### src/rtl/mem_defs_pkg.sv
// Shared memory-bus types: store sizes, arbiter states and the captured request bundle.
// Kept separate so future multi-master buses can reuse the same request record.
package mem_defs;

  localparam int DBUS_XLEN = 32;

  typedef enum logic [1:0] {
    ST_SB = 2'd0,
    ST_SH = 2'd1,
    ST_SW = 2'd2
  } type_st_ops_e;

  typedef enum logic [1:0] {
    IDLE  = 2'd0,
    BUSY  = 2'd1,
    DRAIN = 2'd2
  } type_dbus_arb_state_e;

  typedef struct packed {
    logic                 ld_req;
    logic                 st_req;
    logic [DBUS_XLEN-1:0] addr;
    logic [DBUS_XLEN-1:0] w_data;
    type_st_ops_e         st_ops;
  } type_dbus_req_s;

endpackage

### src/rtl/dbus_arbiter_if.sv
// Two-requester data-bus bundle: M0/M1 request/response sides plus the shared slave port.
interface dbus_arbiter_if #(
  parameter int XLEN = 32
);
  import mem_defs::*;

  logic              m0_ld_req;
  logic              m0_st_req;
  logic [XLEN-1:0]   m0_addr;
  logic [XLEN-1:0]   m0_w_data;
  type_st_ops_e      m0_st_ops;
  logic              m0_flush;
  logic              m0_ack;
  logic              m0_err;
  logic [XLEN-1:0]   m0_r_data;

  logic              m1_ld_req;
  logic              m1_st_req;
  logic [XLEN-1:0]   m1_addr;
  logic [XLEN-1:0]   m1_w_data;
  type_st_ops_e      m1_st_ops;
  logic              m1_ack;
  logic              m1_err;
  logic [XLEN-1:0]   m1_r_data;

  logic              s_ld_req;
  logic              s_st_req;
  logic [XLEN-1:0]   s_addr;
  logic [XLEN-1:0]   s_w_data;
  type_st_ops_e      s_st_ops;
  logic              s_ack;
  logic [XLEN-1:0]   s_r_data;

  modport arb (
    input  m0_ld_req, m0_st_req, m0_addr, m0_w_data, m0_st_ops, m0_flush,
    output m0_ack, m0_err, m0_r_data,
    input  m1_ld_req, m1_st_req, m1_addr, m1_w_data, m1_st_ops,
    output m1_ack, m1_err, m1_r_data,
    output s_ld_req, s_st_req, s_addr, s_w_data, s_st_ops,
    input  s_ack, s_r_data
  );

  modport master (
    output m0_ld_req, m0_st_req, m0_addr, m0_w_data, m0_st_ops, m0_flush,
    input  m0_ack, m0_err, m0_r_data,
    output m1_ld_req, m1_st_req, m1_addr, m1_w_data, m1_st_ops,
    input  m1_ack, m1_err, m1_r_data
  );

  modport slave (
    input  s_ld_req, s_st_req, s_addr, s_w_data, s_st_ops,
    output s_ack, s_r_data
  );

endinterface

### src/rtl/dbus_arbiter_rr_arbiter2.sv
// Two-input round-robin pick: on a tie the master that was not granted last wins.
module rr_arbiter2 (
  input  logic [1:0] req,
  input  logic       last_gnt,
  output logic       valid,
  output logic       gnt
);

  assign valid = |req;
  assign gnt   = (req == 2'b11) ? ~last_gnt : req[1];

endmodule

### src/rtl/dbus_arbiter.sv
// Shares one data-bus slave between the core LSU (M0) and an auxiliary master (M1),
// one transaction at a time, with a per-transaction timeout and an M0 flush drain.
module dbus_arbiter
  import mem_defs::*;
#(
  parameter int XLEN    = DBUS_XLEN,
  parameter int TIMEOUT = 255,
  parameter int CNT_W   = $clog2(TIMEOUT + 1)
) (
  input  logic        clk,
  input  logic        rst_n,
  dbus_arbiter_if.arb bus
);

  type_dbus_arb_state_e state;
  type_dbus_req_s       s_req;
  type_dbus_req_s       pick;
  logic                 owner;
  logic                 last_gnt;
  logic [CNT_W-1:0]     cnt;
  logic [1:0]           req;
  logic                 gnt_valid;
  logic                 gnt;
  logic                 timeout;
  logic                 done_ack;
  logic                 done_err;

  // A flushing M0 must not win a fresh grant.
  assign req[0] = (bus.m0_ld_req | bus.m0_st_req) & ~bus.m0_flush;
  assign req[1] = bus.m1_ld_req | bus.m1_st_req;

  rr_arbiter2 u_rr (
    .req      (req),
    .last_gnt (last_gnt),
    .valid    (gnt_valid),
    .gnt      (gnt)
  );

  always_comb begin
    pick = '0;
    if (gnt) begin
      pick.ld_req = bus.m1_ld_req;
      pick.st_req = bus.m1_st_req & ~bus.m1_ld_req;
      pick.addr   = bus.m1_addr;
      pick.w_data = bus.m1_w_data;
      pick.st_ops = bus.m1_st_ops;
    end else begin
      pick.ld_req = bus.m0_ld_req;
      pick.st_req = bus.m0_st_req & ~bus.m0_ld_req;
      pick.addr   = bus.m0_addr;
      pick.w_data = bus.m0_w_data;
      pick.st_ops = bus.m0_st_ops;
    end
  end

  assign timeout  = (cnt == CNT_W'(TIMEOUT - 1));
  // Responses only surface from BUSY; in DRAIN both ack and timeout are swallowed.
  assign done_ack = (state == BUSY) & bus.s_ack;
  assign done_err = (state == BUSY) & ~bus.s_ack & timeout;

  assign bus.m0_ack    = done_ack & ~owner;
  assign bus.m1_ack    = done_ack &  owner;
  assign bus.m0_err    = done_err & ~owner;
  assign bus.m1_err    = done_err &  owner;
  assign bus.m0_r_data = bus.m0_ack ? bus.s_r_data : {XLEN{1'b0}};
  assign bus.m1_r_data = bus.m1_ack ? bus.s_r_data : {XLEN{1'b0}};

  assign bus.s_ld_req = s_req.ld_req;
  assign bus.s_st_req = s_req.st_req;
  assign bus.s_addr   = s_req.addr;
  assign bus.s_w_data = s_req.w_data;
  assign bus.s_st_ops = s_req.st_ops;

  always_ff @(posedge clk or negedge rst_n) begin
    if (!rst_n) begin
      state    <= IDLE;
      owner    <= 1'b0;
      last_gnt <= 1'b1;
      cnt      <= '0;
      s_req    <= '0;
    end else begin
      case (state)
        IDLE: begin
          if (gnt_valid) begin
            s_req    <= pick;
            owner    <= gnt;
            last_gnt <= gnt;
            cnt      <= '0;
            state    <= BUSY;
          end
        end
        BUSY, DRAIN: begin
          if (bus.s_ack || timeout) begin
            s_req.ld_req <= 1'b0;
            s_req.st_req <= 1'b0;
            state        <= IDLE;
          end else begin
            cnt <= cnt + CNT_W'(1);
            if (state == BUSY && !owner && bus.m0_flush) begin
              state <= DRAIN;
            end
          end
        end
        default: state <= IDLE;
      endcase
    end
  end

endmodule

### src/flat_wrapper.sv
// flat-port wrapper written by rule: the top's interface ports become plain ports
module dbus_arbiter_flat import mem_defs::*;
#(
  parameter int XLEN    = DBUS_XLEN,
  parameter int TIMEOUT = 255,
  parameter int CNT_W   = $clog2(TIMEOUT + 1)
)
  (clk, rst_n, bus_m0_ld_req, bus_m0_st_req, bus_m0_addr, bus_m0_w_data, bus_m0_st_ops, bus_m0_flush, bus_m0_ack, bus_m0_err, bus_m0_r_data, bus_m1_ld_req, bus_m1_st_req, bus_m1_addr, bus_m1_w_data, bus_m1_st_ops, bus_m1_ack, bus_m1_err, bus_m1_r_data, bus_s_ld_req, bus_s_st_req, bus_s_addr, bus_s_w_data, bus_s_st_ops, bus_s_ack, bus_s_r_data);
  dbus_arbiter_if #(.XLEN(XLEN)) bus_i ();
  input  logic clk;
  input  logic rst_n;
  input wire logic [$bits(bus_i.m0_ld_req)-1:0] bus_m0_ld_req;
  input wire logic [$bits(bus_i.m0_st_req)-1:0] bus_m0_st_req;
  input wire logic [$bits(bus_i.m0_addr)-1:0] bus_m0_addr;
  input wire logic [$bits(bus_i.m0_w_data)-1:0] bus_m0_w_data;
  input wire logic [$bits(bus_i.m0_st_ops)-1:0] bus_m0_st_ops;
  input wire logic [$bits(bus_i.m0_flush)-1:0] bus_m0_flush;
  output wire logic [$bits(bus_i.m0_ack)-1:0] bus_m0_ack;
  output wire logic [$bits(bus_i.m0_err)-1:0] bus_m0_err;
  output wire logic [$bits(bus_i.m0_r_data)-1:0] bus_m0_r_data;
  input wire logic [$bits(bus_i.m1_ld_req)-1:0] bus_m1_ld_req;
  input wire logic [$bits(bus_i.m1_st_req)-1:0] bus_m1_st_req;
  input wire logic [$bits(bus_i.m1_addr)-1:0] bus_m1_addr;
  input wire logic [$bits(bus_i.m1_w_data)-1:0] bus_m1_w_data;
  input wire logic [$bits(bus_i.m1_st_ops)-1:0] bus_m1_st_ops;
  output wire logic [$bits(bus_i.m1_ack)-1:0] bus_m1_ack;
  output wire logic [$bits(bus_i.m1_err)-1:0] bus_m1_err;
  output wire logic [$bits(bus_i.m1_r_data)-1:0] bus_m1_r_data;
  output wire logic [$bits(bus_i.s_ld_req)-1:0] bus_s_ld_req;
  output wire logic [$bits(bus_i.s_st_req)-1:0] bus_s_st_req;
  output wire logic [$bits(bus_i.s_addr)-1:0] bus_s_addr;
  output wire logic [$bits(bus_i.s_w_data)-1:0] bus_s_w_data;
  output wire logic [$bits(bus_i.s_st_ops)-1:0] bus_s_st_ops;
  input wire logic [$bits(bus_i.s_ack)-1:0] bus_s_ack;
  input wire logic [$bits(bus_i.s_r_data)-1:0] bus_s_r_data;
  assign bus_i.m0_ld_req = bus_m0_ld_req;
  assign bus_i.m0_st_req = bus_m0_st_req;
  assign bus_i.m0_addr = bus_m0_addr;
  assign bus_i.m0_w_data = bus_m0_w_data;
  assign bus_i.m0_st_ops = bus_m0_st_ops;
  assign bus_i.m0_flush = bus_m0_flush;
  assign bus_m0_ack = bus_i.m0_ack;
  assign bus_m0_err = bus_i.m0_err;
  assign bus_m0_r_data = bus_i.m0_r_data;
  assign bus_i.m1_ld_req = bus_m1_ld_req;
  assign bus_i.m1_st_req = bus_m1_st_req;
  assign bus_i.m1_addr = bus_m1_addr;
  assign bus_i.m1_w_data = bus_m1_w_data;
  assign bus_i.m1_st_ops = bus_m1_st_ops;
  assign bus_m1_ack = bus_i.m1_ack;
  assign bus_m1_err = bus_i.m1_err;
  assign bus_m1_r_data = bus_i.m1_r_data;
  assign bus_s_ld_req = bus_i.s_ld_req;
  assign bus_s_st_req = bus_i.s_st_req;
  assign bus_s_addr = bus_i.s_addr;
  assign bus_s_w_data = bus_i.s_w_data;
  assign bus_s_st_ops = bus_i.s_st_ops;
  assign bus_i.s_ack = bus_s_ack;
  assign bus_i.s_r_data = bus_s_r_data;
  dbus_arbiter #(.XLEN(XLEN), .TIMEOUT(TIMEOUT), .CNT_W(CNT_W)) u_core (.clk(clk), .rst_n(rst_n), .bus(bus_i));
endmodule
### config.mk
export PLATFORM = sky130hd
export DESIGN_NAME = dbus_arbiter_flat
export DESIGN_NICKNAME = d
export VERILOG_FILES = /design/src/rtl/mem_defs_pkg.sv /design/src/rtl/dbus_arbiter_if.sv /design/src/rtl/dbus_arbiter_rr_arbiter2.sv /design/src/rtl/dbus_arbiter.sv /design/src/flat_wrapper.sv
export SDC_FILE = /design/constraint.sdc
export NUM_CORES = 1
export LEC_CHECK = 0
export ABC_AREA = 1
export ABC_CLOCK_PERIOD_IN_PS = 4400
export CAP_MARGIN = 25
export CORE_AREA = 5 5 115 117
export CTS_CLUSTER_SIZE = 24
export DETAILED_ROUTE_END_ITERATION = 8
export DIE_AREA = 0 0 120 122
export DONT_BUFFER_PORTS = 1
export PLACE_DENSITY = 0.56
export SLEW_MARGIN = 20
export SYNTH_ARGS = -nofsm -noshare
export SYNTH_HDL_FRONTEND = slang
export SYNTH_SLANG_ARGS = --single-unit
### constraint.sdc
create_clock -name clk -period 4.4 [get_ports clk]
set_input_delay 0.88 -clock clk [delete_from_list [all_inputs] [get_ports clk]]
set_output_delay 0.88 -clock clk [all_outputs]
set_load 0.01 [all_outputs]
==> impl_metrics.env <==
export IMPL_die_y_um=122
export IMPL_p_sw_mw=1.49
export IMPL_synth_distinct_cells=28
export IMPL_outcome="finished, final reports clean"
export IMPL_io_buffers=0
export IMPL_combPwrFrac_pct=32.3
export IMPL_antenna_found_initial=0
export IMPL_syn2layout_area_growth_pct=7.01
export IMPL_dpl_hpwl_mm=9.99
export IMPL_htree_levels=3
export IMPL_cts_resized=0
export IMPL_tritoncts="built"
export IMPL_wl_mm=13.4
export IMPL_vias=4042
export IMPL_drt_pass1_iter_count=4
export IMPL_r2r_slack_ps=2430
export IMPL_drv_cap=0
export IMPL_period_needed_ps=3270
export IMPL_period_share_pct=74.3
export IMPL_max_stage_delay_ps=530
export IMPL_clkPwrFrac_pct=23.3
export IMPL_rsz0062_at_grt="false"
export IMPL_crit_required_ps=3520
export IMPL_worst_r2r_endpoint="u_core.bus.s_addr[16]"
export IMPL_max_slew_margin_rel_pct=44.1
export IMPL_fin_setup_tns_ps=0
export IMPL_crit_top_cell="inv_1"
export IMPL_power_density_nw_per_um2=679
export IMPL_synthCells=670
export IMPL_hold_slack_ps=244
export IMPL_drc=0
export IMPL_cp_startpoint="u_core.state[1]"
export IMPL_yosysWarnings=0
export IMPL_critPathMaxFanout=32
export IMPL_cts_root_buf="clkbuf_16"
export IMPL_cts_hold_buf=0
export IMPL_crit_type="reg -> out"
export IMPL_io_pins=308
export IMPL_slew_viol_final=0
export IMPL_nets=827
export IMPL_layout_drive_gt1_share_pct=4.59
export IMPL_post_cts_setup_buffers=0
export IMPL_n_fill_cell=1250
export IMPL_end_kind="primary output"
export IMPL_cts_sinks=80
export IMPL_start_util_pct=38.4
export IMPL_syn_nets=848
export IMPL_grt_max_degree=81
export IMPL_start_kind="flop"
export IMPL_gp_congestion=0.903
export IMPL_synth_area_per_cell_um2=7.03
export IMPL_r2r_cells=6
export IMPL_clk_latency_ps=330
export IMPL_cts_clk_slew_worst_paths_ps=60
export IMPL_holdCritPathClass="in -> async"
export IMPL_dr_first_iter_drc_count=214
export IMPL_cts_buffer_depth=2
export IMPL_seqPwrFrac_pct=44.4
export IMPL_final_common_cell="nand2_1"
export IMPL_tightest_slew_ps=838
export IMPL_netlist_area_um2=4710
export IMPL_crit_path_cell_trace="inv_1, ha_1, inv_1, nor3_1, inv_1, nor2_1"
export IMPL_diodes=0
export IMPL_r2r_start="u_core.last_gnt"
export IMPL_p_sw_share_pct=43.6
export IMPL_dieArea_um2=14600
export IMPL_routedWlPerCell_um=16.7
export IMPL_total_power_mw=3.42
export IMPL_critPathSlowestCell="inv_1"
export IMPL_skew_ps=5.62
export IMPL_grt_first_pass_wirelength_mm=20.3
export IMPL_yosysSeqAreaShare_pct=42.5
export IMPL_vias_per_cell=5.03
export IMPL_leakagePower_nw=2.77
export IMPL_first_global_vias=3937
export IMPL_die_w_um=120
export IMPL_finalSetupViolCount=0
export IMPL_critPathArrivalTime_ps=2390
export IMPL_grt_ovfl_total=0
export IMPL_postRouteAntennaNets=0
export IMPL_most_common_layout_cells="251 x nand2_1, 114 x inv_1, 79 x nor2_1, 79 x dfrtp_1, 66 x o211ai_1"
export IMPL_numCtsBuffers=9
export IMPL_max_vdd_ir_drop_mv=0.274
export IMPL_hold_viol_final=0
export IMPL_p_int_mw=1.93
export IMPL_rows=41
export IMPL_core_um2=12300
export IMPL_grt_util_all_layers_pct=17.5
export IMPL_ys_seq_elements=80
export IMPL_fmax_mhz=306
critical path, delay by kind of cell, from the launching register on:
kind                     cells  cell delay, ps
buffers and inverters        3             690
adder cells (fa/ha/maj)      1             190
flip-flops                   1             390
AND/OR/NAND/NOR              2             780
per-layer routing:
metal,wire [µm],track usage [%]
met1,5120,17.8
met2,7010,33.0
met3,1150,6.55
met4,155,5.65
met5,0,0
sequential cells by signal, summed over array words and instances (netlist names):
name,cells
u_core.bus.s_ld_req,1
u_core.bus.s_st_ops,2
u_core.owner,1
u_core.bus.s_addr,32
u_core.bus.s_w_data,32
u_core.cnt,8
u_core.bus.s_st_req,1
u_core.last_gnt,1
u_core.state,2
synthesized netlist by cell type (all sizes together):
cell    instances  area [µm²]
a21oi           2        21.3
buf            27         180
clkbuf          7        26.3
dfrtp          79        1980
dfstp           1        26.3
ha              6        75.1
inv           117         439
nand2         256         973
nand3          15        80.1
nand3b          2        15.0
nand4           2        12.5
nor2           82         334
nor3            2        10.0
o211ai         66         495
o21ai           2        10.0
o21bai          1        7.51
xnor2           1        8.76
xor2            2        17.5
power groups by stage:
stage	Combinational, mW	Clock, mW	Sequential, mW
finish	1.10	0.798	1.52
global route	1.28	0.860	1.56
global placement	1.10	0	1.54
floorplan	0.985	0	1.43
CTS	1.13	0.821	1.53
detailed placement	1.13	0	1.53
cell families (layout without fill, tap and decap cells):
family                   after synthesis  in the layout  share of synthesized area (%)
AND/OR/NAND/NOR                      359            359                           30.3
AO/OA/AOI/OAI                         71             71                           11.3
adder cells (fa/ha/maj)                6              6                           1.59
XOR/XNOR                               3              3                          0.558
buffers and inverters                151            135                           13.7
flip-flops                            80             80                           42.5
worst max-delay path by stage:
stage                             end  slack (ps)  depth (start not counted)
global placement     bus_m0_r_data[5]        1210                          4
floorplan           bus_m0_r_data[10]        1660                          5
CTS                  bus_m0_r_data[7]        1090                          6
global route        bus_m0_r_data[22]         910                          6
finish              bus_m0_r_data[31]        1130                          6
detailed placement   bus_m0_r_data[7]        1170                          4
through the flow:
| stage | util, % | std cells | setup slack (ps) | area (µm²) |
|---|---|---|---|---|
| 2_1_floorplan | - | 670 | 1660 | 4710 |
| 3_3_place_gp | 38.5 | 788 | 1210 | 4720 |
| 3_5_place_dp | 38.5 | 788 | 1170 | 4730 |
| 4_1_cts | 41.1 | 804 | 1090 | 5040 |
| 5_1_grt | 41.1 | 804 | 907 | 5040 |
| 6_report | 41.1 | 804 | 1130 | 5040 |
cell type report:
class / count / area [µm²] / area share (%)
inverter: 117 / 442 / 8.76
timing repair buffer: 2 / 27.5 / 0.546
multi-input combinational: 439 / 2070 / 41.0
tap: 150 / 188 / 3.72
sequential: 80 / 2000 / 39.7
clock inverter: 5 / 81.3 / 1.61
clock buffer: 11 / 233 / 4.62
(Power assumes the default switching activity.)
==> edit 1 (same settings) <==
`TIMEOUT` is set to 255 in 2 places; all go to 510.
--- a/src/rtl/dbus_arbiter.sv
+++ b/src/rtl/dbus_arbiter.sv
@@ -5,5 +5,5 @@
 #(
   parameter int XLEN    = DBUS_XLEN,
-  parameter int TIMEOUT = 255,
+  parameter int TIMEOUT = 510,
   parameter int CNT_W   = $clog2(TIMEOUT + 1)
 ) (
--- a/src/flat_wrapper.sv
+++ b/src/flat_wrapper.sv
@@ -3,5 +3,5 @@
 #(
   parameter int XLEN    = DBUS_XLEN,
-  parameter int TIMEOUT = 255,
+  parameter int TIMEOUT = 510,
   parameter int CNT_W   = $clog2(TIMEOUT + 1)
 )
Formal check against the unedited RTL: same outputs for any inputs over 10 cycles, from zero or initial values and one cycle with rst_n low; that may be too few to reach the edited logic, so the function may still have changed.
==> edit 1 against the original RTL <==
Count of clock-buffer cells in the layout grew 2; synthesized area rose by 1.1%; total power is 1.9% higher; via count up 3.6%; clock power fell by 3%; design area grew 1.1%; sequential cell count grew 1; worst setup slack improved by 17 ps; wire length increased by 5.4%.
==> edit 1: results (changes against the original RTL) <==
[timing]
worst_pin_slew_ps=909  ; +71.0 ps
fin_skew_ps=5.61  ; -0.0179 ps

[outcome]
status=finished clean

[global_routing]
grtUsageTotal_pct=17.7  ; +0.20 points
grt_max_degree=95  ; +17%
grt_pass1_vias=3892  ; -1.1%
grt_antenna_before_repair=1  ; +1
grt_pass1_wl_um=20200  ; -0.51%

[clock_network]
numCtsBuffers=9  ; unchanged
path_clk_slew_ps=60  ; about the same
ctsResizeCount=0  ; unchanged
ctsLongestPathBuffers=2  ; unchanged
cts_max_level=3  ; unchanged
post_cts_buffers=0  ; unchanged
clk_latency_ps=330  ; about the same
root_buffer=clkbuf_16

[power_and_ir_drop]
vdd_drop_max_uv=237  ; -13%
power.leakage_nw=2.83  ; +2.2%

[route]
drtPass1Iterations=5  ; +1
vias_per_cell=5.10  ; +1.5%
drt-wirelength-per-cell_um=17.3  ; +3.3%
drtIter0Drc=171  ; -20%
drt-total-wl_um=14200  ; +5.4%

[placed_design]
gp_congestion=0.906  ; +0.29%
io_buffer_count=0  ; unchanged
dpl_cell_area_mm2=0.00478  ; +1.2%
dp_slack_ps=1280  ; +116 ps
dp.cells=804  ; +2.0%
dp_hpwl_um=10900  ; +9.1%

[min_path]
hp-class=input port to async pin

[synthesis]
synthTopCellsByCount=nand2_1 (259), inv_1 (121), dfrtp_1 (80)
ys_types=27  ; -3.6%
syn_avg_cell_area_um2=6.95  ; -1.2%
ys_seq_area_share_pct=42.6  ; +0.079 points
synth.area.mux_share_pct=0  ; unchanged
synthesis.nets=863  ; +1.8%
synth_top_cells_by_area=dfrtp_1 (42%), nand2_1 (20%), o211ai_1 (10%)
synth_xor_area_share_pct=0.184  ; -0.37 points
synthFlopType=dfrtp_1
synth-compound-area-share_pct=11.5  ; +0.17 points
synth-adder-area-share_pct=1.58  ; -0.017 points
async_flop_share_pct=100  ; unchanged

[cells_and_area]
finalNetCount=843  ; +1.9%
drive_gt1_share_pct=4.33  ; -0.26 points

[critical_path]
worst_path_max_delay_cell=inv_1
critical-path-top-delay-family=simple AND/OR/NAND/NOR gates
slowest_delay_ps=510  ; -20 ps
arrival_ps=2370  ; -20 ps
worstPathMaxFanout=32  ; unchanged

==> edit 1: cell count changes in the layout (fill, tap and decap cells not counted), sizes merged, moves of 2 or more <==
cell	delta
clkbuf	+2
clkinv	-2
inv	+8
nand2	+7
nor2	-2
o21ai	+3
==> edit 1: cell type report <==
class / count / area [um2]
Fill cell: 1258 / 7170
Antenna cell: 1 / 2.50
Multi-Input combinational cell: 445 / 2060
Inverter: 125 / 469
Timing Repair Buffer: 3 / 35.0
Clock buffer: 13 / 240
Clock inverter: 3 / 67.6
Sequential cell: 81 / 2030
Tap cell: 150 / 188
==> edit 1: report_power, final <==
group | internal (mW) | total [mW] | leakage [nW] | switching (mW)
clock network | 0.498 | 0.778 | 0.144 | 0.280
logic | 0.367 | 1.16 | 1.69 | 0.796
registers | 1.10 | 1.55 | 0.994 | 0.445
total | 1.97 | 3.49 | 2.83 | 1.52
==> edit 1: final timing paths <==
check	from	end	slack (ps)	cells after the start
worst max-delay path	u_core.state[1]	bus_m1_r_data[27]	1150	6
worst min-delay path	rst_n	u_core.bus.s_addr[17]	240	0
worst max register to register	u_core.last_gnt	u_core.bus.s_w_data[23]	2120	6
worst min register to register	u_core.last_gnt	u_core.last_gnt	470	2
max in group asynchronous	rst_n	u_core.last_gnt	3960	0
min in group clk	u_core.last_gnt	u_core.last_gnt	470	2
==> edit 1: worst register-to-register path, stage by stage (launching register included) <==
cell	delay [ps]
dfstp_2	540
nand3_2	140
nand2_4	640
buf_4	560
nand2_1	110
o211ai_1	110
nand2_1	80
==> edit 1: per-layer routing <==
metal  track usage [%]  vias up  part of all wire, %
li1                  -     2046                    -
met1              17.9     1905                   36
met2              32.8      210                   53
met3              4.46       28                  6.8
met4              10.5        0                  4.4
met5                 0        -                    0
==> edit 2 (config.mk and constraints unchanged) <==
Without the edit above. Reset style: synchronous (`rst_n`), changed in one clocked block.
--- a/src/rtl/dbus_arbiter.sv
+++ b/src/rtl/dbus_arbiter.sv
@@ -72,5 +72,5 @@
   assign bus.s_st_ops = s_req.st_ops;
 
-  always_ff @(posedge clk or negedge rst_n) begin
+  always_ff @(posedge clk) begin
     if (!rst_n) begin
       state    <= IDLE;
Formal check against the unedited RTL: differs if rst_n is asserted again (counterexample within 4 cycles, from zero or initial values and one cycle with rst_n low); with rst_n held inactive, the same outputs for 10 cycles.
==> edit 2 against the original RTL <==
Wire length decreased by 4.3%; sequential power decreased by 27%; synthesized area decreased by 5.6%; hold slack improved by 250 ps; synthesized cell count increased by 1.3%; total power decreased by 22%; design area decreased by 6.1%; sequential cell count unchanged; critical path depth unchanged; worst setup slack improved by 62 ps; critical endpoint is now bus_m0_r_data[20].
==> edit 2: results (changes against the original RTL) <==
[outcome]
status=finished clean

[synthesis]
ys_types=26  ; -7.1%
ys_seq_area_share_pct=36.0  ; -6.5 points
synthTopCellsByCount=nand2_1 (165), inv_1 (117), nor2_1 (86)
synth_top_cells_by_area=dfxtp_1 (36%), nand2_1 (14%), o211ai_1 (11%)
synthesis.nets=856  ; +0.94%
async_flop_share_pct=0  ; -100 points

[min_path]
worstHoldPathCells=2
hold_end=u_core.cnt[7]
hp-class=flop to flop
hp-start=u_core.cnt[7]

[critical_path]
arrival_ps=2330  ; -60 ps
r2r_end=u_core.bus.s_addr[19]
rrSetupSlack_ps=1830  ; -600 ps
crit_type=flop to primary output
crit_path_start=u_core.state[1]
regToRegStartpoint=u_core.last_gnt
crit_path_end=bus_m0_r_data[20]
rr_worst_depth=7  ; +1
worstPathMaxFanout=32  ; unchanged

[timing]
final.period_utilization_pct=72.9  ; -1.4 points
slew_violations=0  ; unchanged
setup_viol=0  ; unchanged
fin_skew_ps=3.74  ; -1.89 ps
maxSlewHeadroom_pct=39.5  ; -4.6 points

[placed_design]
dp_hpwl_um=9710  ; -2.8%
gp_congestion=0.907  ; +0.49%
io_buffer_count=0  ; unchanged
dp_slack_ps=1250  ; +89.0 ps

[clock_network]
post_cts_buffers=0  ; unchanged
ctsResizeCount=0  ; unchanged
ctsLongestPathBuffers=2  ; unchanged
clk_latency_ps=330  ; about the same
path_clk_slew_ps=60  ; about the same
numCtsBuffers=9  ; unchanged
holdBufCountCts=0  ; unchanged

[power_and_ir_drop]
vdd_drop_max_uv=255  ; -7.0%
power.leakage_nw=2.48  ; -10%

[cells_and_area]
diodes=0  ; unchanged
drive_gt1_share_pct=5.05  ; +0.46 points
finalNetCount=826  ; -0.12%

[global_routing]
grt_pass1_vias=3901  ; -0.91%
grt_max_degree=134  ; +65%
grt_pass1_wl_um=19300  ; -4.9%
grtUsageTotal_pct=16.5  ; -0.99 points

[route]
drtPass1Iterations=4  ; unchanged
drt-wirelength-per-cell_um=16.0  ; -4.3%
drtIter0Drc=170  ; -21%
vias_per_cell=5.22  ; +3.8%
ant_nets=0  ; unchanged

==> edit 2: cell families after synthesis <==
group                      after synthesis  synth area share (%)
and+or+nand+nor                        347                  33.1
xor gates and xnor gates                 2                 0.394
AOI/OAI and AO/OA                       82                  13.0
buffers and inverters                  163                  16.0
DFF                                     80                  36.0
adders and majority gates                5                  1.41
==> edit 2: report_power, final <==
| part | switching (mW) | internal [mW] | total, mW |
|---|---|---|---|
| logic | 0.478 | 0.235 | 0.712 |
| registers | 0.215 | 0.900 | 1.11 |
| clock network | 0.292 | 0.552 | 0.844 |
| total | 0.984 | 1.69 | 2.67 |
==> edit 2: area by class of cell <==
cell class	instances	area (um2)
multi-input cells	436	2130
flip-flops and latches	80	1600
clock buffers	10	229
fillers	1319	7530
repair buffers	1	20.0
clock inverters	6	108
inverters	121	458
well taps	150	188
==> edit 2: critical path: stages, from the launching register on <==
cell and delay, ps:
dfxtp_1 290, inv_1 110, ha_1 180, inv_1 70, nor3_1 420, inv_1 540
nor2_1 370
==> edit 2: metal layers <==
| layer | routed length (um) | vias to the layer above | global-route usage, % |
|---|---|---|---|
| met5 | 0 | - | 0 |
| met4 | 269 | 0 | 7.73 |
| met3 | 1030 | 18 | 4.50 |
| met2 | 6500 | 201 | 30.3 |
| met1 | 5060 | 1907 | 17.6 |
| li1 | - | 2070 | - |
==> edit 2: stage by stage <==
| stage | instance area (um2) | instances | hold slack [ps] | utilization, % |
|---|---|---|---|---|
| 2_1_floorplan | 4450 | 679 | 457 | - |
| 3_3_place_gp | 4400 | 788 | 474 | 35.9 |
| 3_5_place_dp | 4400 | 788 | 484 | 35.9 |
| 4_1_cts | 4730 | 804 | 493 | 38.6 |
| 5_1_grt | 4730 | 804 | 525 | 38.6 |
| 6_report | 4730 | 804 | 496 | 38.6 |
